**config.mk**
```make
export PLATFORM = sky130hd
export DESIGN_NAME = l2_cache_arb_stage
export DESIGN_NICKNAME = d
export VERILOG_FILES = /design/src/rtl/l2_cache_arb_stage.sv
export SDC_FILE = /design/constraint.sdc
export NUM_CORES = 1
export LEC_CHECK = 0
export BUFFER_PORTS_ARGS = -buffer_cell sky130_fd_sc_hd__buf_4
export CAP_MARGIN = 30
export CORE_AREA = 2 2 505 507
export DETAILED_ROUTE_END_ITERATION = 7
export DIE_AREA = 0 0 507 509
export GPL_TIMING_DRIVEN = 1
export SETUP_SLACK_MARGIN = 0.2
export SLEW_MARGIN = 20
export SYNTH_ARGS = -nofsm -noshare
export SYNTH_HDL_FRONTEND = slang
export SYNTH_SLANG_ARGS = --single-unit
export TNS_END_PERCENT = 50
```
**constraint.sdc**
```tcl
create_clock -name clk -period 1.9 [get_ports clk]
set_clock_uncertainty 0.05 [all_clocks]
set_input_delay 0.19 -clock clk [delete_from_list [all_inputs] [get_ports clk]]
set_output_delay 0.19 -clock clk [all_outputs]
set_load 0.01 [all_outputs]
```
**src/rtl/l2_cache_arb_stage.sv**
```systemverilog
// L2 cache arbitration stage.
// Selects one request per cycle for the tag stage: a restarted request from
// the fill path always wins; otherwise, when the miss queue is not stalling,
// one core port is chosen round-robin and dequeued via l2_ready.
// Outputs toward the tag stage are registered (1-cycle latency).
// Optional build macro: L2_ARB_PERF_EVENTS_EN enables the two perf-event pulses.
//
// Handshake: a core port is dequeued in the cycle where both its
// l2i_request_valid and l2_ready are 1; a port may drop valid without having
// been granted. The restart path has no ready: it is accepted whenever valid.

package l2_cache_arb_pkg;
  localparam int LINE_BITS = 512;

  typedef logic [LINE_BITS-1:0] cache_line_data_t;

  typedef struct packed {
    logic [3:0]  cache_op;
    logic [3:0]  id;
    logic [31:0] address;
  } l2req_packet_t;
endpackage

module l2_cache_arb_stage
  import l2_cache_arb_pkg::*;
#(
  parameter int NUM_PORTS = 4
) (
  input  logic                 clk,
  input  logic                 reset_n,
  input  logic [NUM_PORTS-1:0] l2i_request_valid,
  input  l2req_packet_t        l2i_request [NUM_PORTS],
  output logic [NUM_PORTS-1:0] l2_ready,
  input  logic                 l2bi_request_valid,
  input  l2req_packet_t        l2bi_request,
  input  cache_line_data_t     l2bi_data_from_memory,
  input  logic                 l2bi_is_restarted_flush,
  input  logic                 l2bi_stall,
  output logic                 l2a_request_valid,
  output l2req_packet_t        l2a_request,
  output cache_line_data_t     l2a_data_from_memory,
  output logic                 l2a_is_l2_fill,
  output logic                 l2a_is_restarted_flush,
  output logic [1:0]           l2a_perf_events
);

  localparam int PTR_W = (NUM_PORTS > 1) ? $clog2(NUM_PORTS) : 1;

  logic [PTR_W-1:0] rr_q, rr_d;
  logic [PTR_W-1:0] winner;
  logic [PTR_W-1:0] idx;
  logic             any_valid;
  logic             core_grant;
  logic             restart_grant;

  // Round-robin search starting at rr_q; index wraps naturally (power of two).
  always_comb begin
    any_valid = 1'b0;
    winner    = rr_q;
    idx       = '0;
    for (int i = 0; i < NUM_PORTS; i++) begin
      idx = rr_q + PTR_W'(i);
      if (!any_valid && l2i_request_valid[idx]) begin
        any_valid = 1'b1;
        winner    = idx;
      end
    end
  end

  assign restart_grant = l2bi_request_valid;
  assign core_grant    = any_valid && !l2bi_request_valid && !l2bi_stall;

  // Dequeue strobe to the winning core port; forced low while in reset.
  always_comb begin
    l2_ready = '0;
    if (core_grant && reset_n) begin
      l2_ready[winner] = 1'b1;
    end
  end

  // Pointer advances past the winner on core grants only.
  always_comb begin
    rr_d = rr_q;
    if (core_grant) begin
      rr_d = winner + PTR_W'(1);
    end
  end

  // Reset-cleared control state: pointer, valid and request-kind flags.
  always_ff @(posedge clk or negedge reset_n) begin
    if (!reset_n) begin
      rr_q                   <= '0;
      l2a_request_valid      <= 1'b0;
      l2a_is_l2_fill         <= 1'b0;
      l2a_is_restarted_flush <= 1'b0;
    end else begin
      rr_q                   <= rr_d;
      l2a_request_valid      <= restart_grant || core_grant;
      l2a_is_l2_fill         <= restart_grant && !l2bi_is_restarted_flush;
      l2a_is_restarted_flush <= restart_grant && l2bi_is_restarted_flush;
    end
  end

  // Payload registers are not reset; they are meaningful only with valid=1.
  always_ff @(posedge clk) begin
    if (restart_grant) begin
      l2a_request          <= l2bi_request;
      l2a_data_from_memory <= l2bi_data_from_memory;
    end else if (core_grant) begin
      l2a_request          <= l2i_request[winner];
    end
  end

`ifdef L2_ARB_PERF_EVENTS_EN
  logic [1:0] perf_q;

  // One-cycle pulses: [0] core grant, [1] core request held off by stall.
  always_ff @(posedge clk or negedge reset_n) begin
    if (!reset_n) begin
      perf_q <= 2'b00;
    end else begin
      perf_q[0] <= core_grant;
      perf_q[1] <= any_valid && l2bi_stall && !l2bi_request_valid;
    end
  end

  assign l2a_perf_events = perf_q;
`else
  assign l2a_perf_events = 2'b00;
`endif

endmodule
```
==> impl_results.md <==
- Post-synthesis sequential area ratio: 88.7%
- 1st-pass router iterations: 5
- Power density cells: 915 nW/µm²
- Routed WL per cell: 31.5 µm
- Setup violations, final: 44
- Final period util: 136%
- Routed via count: 18.6k
- Fill cells: 27.6k
- Synth Register Bits: 557
- Clock Tree Buf Depth: 3
- Post-Route Setup TNS: -13770 ps
- Layout Cells excl Fill: 6514
- Unrepaired setup endpoints after global routing: yes
- Yosys warnings: 0
- Top delay family on crit path: compound AO/OA/AOI/OAI gates
- H-tree depth: 3
- CTS tree: built
- Slowest stage delay, CP: 540 ps
- Peak supply drop: 600 µV
- Req. time, crit path: 1660 ps
- Layout area overhead: 136%
- Syn Area/Cell: 22.9 µm²
- Top cell by count, worst path: buf_12
- Design Area, Final: 44300 µm²
- Share of layout cells above drive strength 1: 53.2%
- CP arrival: 2340 ps
- First-pass GRT wire length: 241000 µm
- Die W: 507 µm
- Grt total ovfl: 0
- Initial antenna violation count: 341
- Top cells by area, synth: edfxtp_1, a221oi_2, mux2i_1, a211oi_1, and3_1
- Hold Fails Final Rpt: 2
- Post-synth top area cell: edfxtp_1
- Num CTS Buffers: 75
- Slew Viols, Final: 0
- CP Launch Type: flip-flop
- Status: finished with violations
- Top achievable clock speed: 0.388 GHz
- Worst-Skew Late Latency: 690 ps
- Post-Synthesis Cells: 823
- Crit-path max FO: 5
- Vias in the first global route: 18.5k
- Core Rows: 185
- Setup ws final: -676 ps
- Die area: 258000 µm²
- DP Cell Count: 5495
- Initial core utilization: 7.45%
- Failing checks: hold timing, setup timing
- Rel. slew slack: 42.5%
- Min Clock Period, post-route: 2580 ps
- Unique masters post-synth: 31
- Initial DRC count: 1238
- Post-DP Area: 33300 µm²
- Gp weighted congestion: 0.933
- Synth Cell Area: 18800 µm²
- Core ar.: 253000 µm²
- GRT Util Overall: 15.2%
- LEAKAGE: 17.4 nW
- DP HPWL: 183000 µm
- Largest net degree at the start of global routing: 81
- Crit-path cells: a2111o_2, nand2_8, buf_12, inv_6, ha_4, and3_4, buf_12
- Top cell type's share of synthesized area: 88.1%
- Clock-pin slew on the worst setup and hold paths: 60 ps
- Post-Route WL: 205000 µm
- Max-cap violations: 0
- Die height: 509 µm
- Clk Tree Root Cell: clkbuf_16
- Final ANT Viol Nets: 0
- Commonest non-fill, non-tap cell in the layout: buf_4
- Final Hold Slack: -85.5 ps
- Buffer and inverter count on the worst path: 3
- Worst slew pin tran: 862 ps
- Nets: 3677
- Clock sinks: 557
- Input/output buffers: 1279
- Total I/O pin count: 1282
- Crit path kind: flip-flop to output pin
- Seq. cell area: 16700 µm²
- Footprint of the multi-input gates: 2290 µm²
- Most frequent cells in the layout: buf_4, dlygate4sd3_1, edfxtp_1
- Hold Crit Class: input port to flip-flop
- Crit-path slowest cell: a2111o_2
- Post-DR vias/cell: 2.86
- Residual DRC count: 0
- Kind of end point of the critical path: output pin
==> stage by stage <==
step                      utilization, %  worst slack (ps)  total power [mW]
after floorplan                        -              90.9              17.5
after global placement              13.2              -331              22.7
after detailed placement            13.2              -369              22.8
after CTS                           17.1              -821              40.4
after global routing                17.5              -776              42.1
final                               17.5              -676              40.6
==> registers in the layout, summed over array words and instances, names as in the netlist <==
signal,count
l2a_data_from_memory,512
l2a_request,40
rr_q,2
l2a_is_l2_fill,1
l2a_is_restarted_flush,1
l2a_request_valid,1
==> cell usage after synthesis <==
library cell	count
buf_2	4
dfrtp_1	5
and3_1	45
o21bai_1	2
nor4_1	1
nor2_1	3
nor2b_1	5
nand4b_1	1
o21ai_1	1
a2111o_1	1
edfxtp_1	552
a21boi_0	1
a21oi_1	1
a221oi_2	38
or2_2	1
buf_4	2
mux2_2	1
mux2i_1	40
and2_1	1
o21ai_0	1
buf_8	1
buf_12	3
inv_1	42
nand2_4	1
conb_1	1
buf_1	4
nor3_1	2
ha_1	4
clkbuf_1	17
a211oi_1	40
a221oi_1	2
==> repair_timing <==
| item | 4_1_cts | 5_1_grt |
|---|---|---|
| resized for setup | 48 | 88 |
| hold buffers | 716 | 1 |
| endpoints found under the setup margin | 61 | 532 |
| buffers inserted | 3 | 20 |
| pin swaps | 2 | 20 |
| gates cloned | 1 | 5 |
| hold endpoints to repair | 581 | 2 |
==> logic make-up after synthesis <==
kind of cell	after synthesis	synth area share, %
DFF	557	88.7
muxes	41	2.19
and+or+nand+nor	60	1.98
buffers and inverters	73	1.84
adders and majority gates	4	0.266
other	1	0.0199
AOI/OAI and AO/OA	87	4.98
==> power by group <==
part / switching, mW / total (mW) / internal [mW]
combinational: 5.07 / 10.3 / 5.18
clock: 6.28 / 15.0 / 8.77
sequential: 0.480 / 15.3 / 14.8
total: 11.8 / 40.6 / 28.8
==> worst reg2reg max path, delay by kind of cell, from the launching register on <==
kind | cells | cell delay, ps
buffers and inverters | 4 | 580
and+or+nand+nor | 1 | 90
muxes | 1 | 250
DFF | 1 | 430
AOI/OAI and AO/OA | 2 | 620
==> routing by layer <==
layer / track usage (%) / part of all wire (%)
met5: 0 / 0.70
met3: 8.83 / 13
met2: 25.1 / 46
met4: 4.71 / 3.6
met1: 16.1 / 36
==> final timing paths <==
| path | to | startpoint | slack (ps) | depth (start not counted) |
|---|---|---|---|---|
| worst max-delay path | l2_ready[0] | rr_q[1]$_DFFE_PN0P_ | -680 | 7 |
| worst min-delay path | rr_q[0]$_DFFE_PN0P_ | l2bi_stall | -90 | 4 |
| worst max register to register | l2a_request[7]$_DFFE_PP_ | rr_q[1]$_DFFE_PN0P_ | -360 | 8 |
| worst min register to register | rr_q[1]$_DFFE_PN0P_ | rr_q[1]$_DFFE_PN0P_ | 630 | 2 |
| max in group asynchronous | rr_q[1]$_DFFE_PN0P_ | reset_n | 700 | 3 |
| min in group asynchronous | l2a_request_valid$_DFF_PN0_ | reset_n | 680 | 3 |
==> final cells by class <==
type | count | area share, %
inverters | 42 | 0.367
clock buffers | 85 | 4.51
repair buffers | 2082 | 40.8
well taps | 3366 | 9.50
flip-flops and latches | 557 | 37.7
diodes | 137 | 0.773
clock inverters | 51 | 1.27
multi-input cells | 194 | 5.16
(Power assumes the default switching activity.)
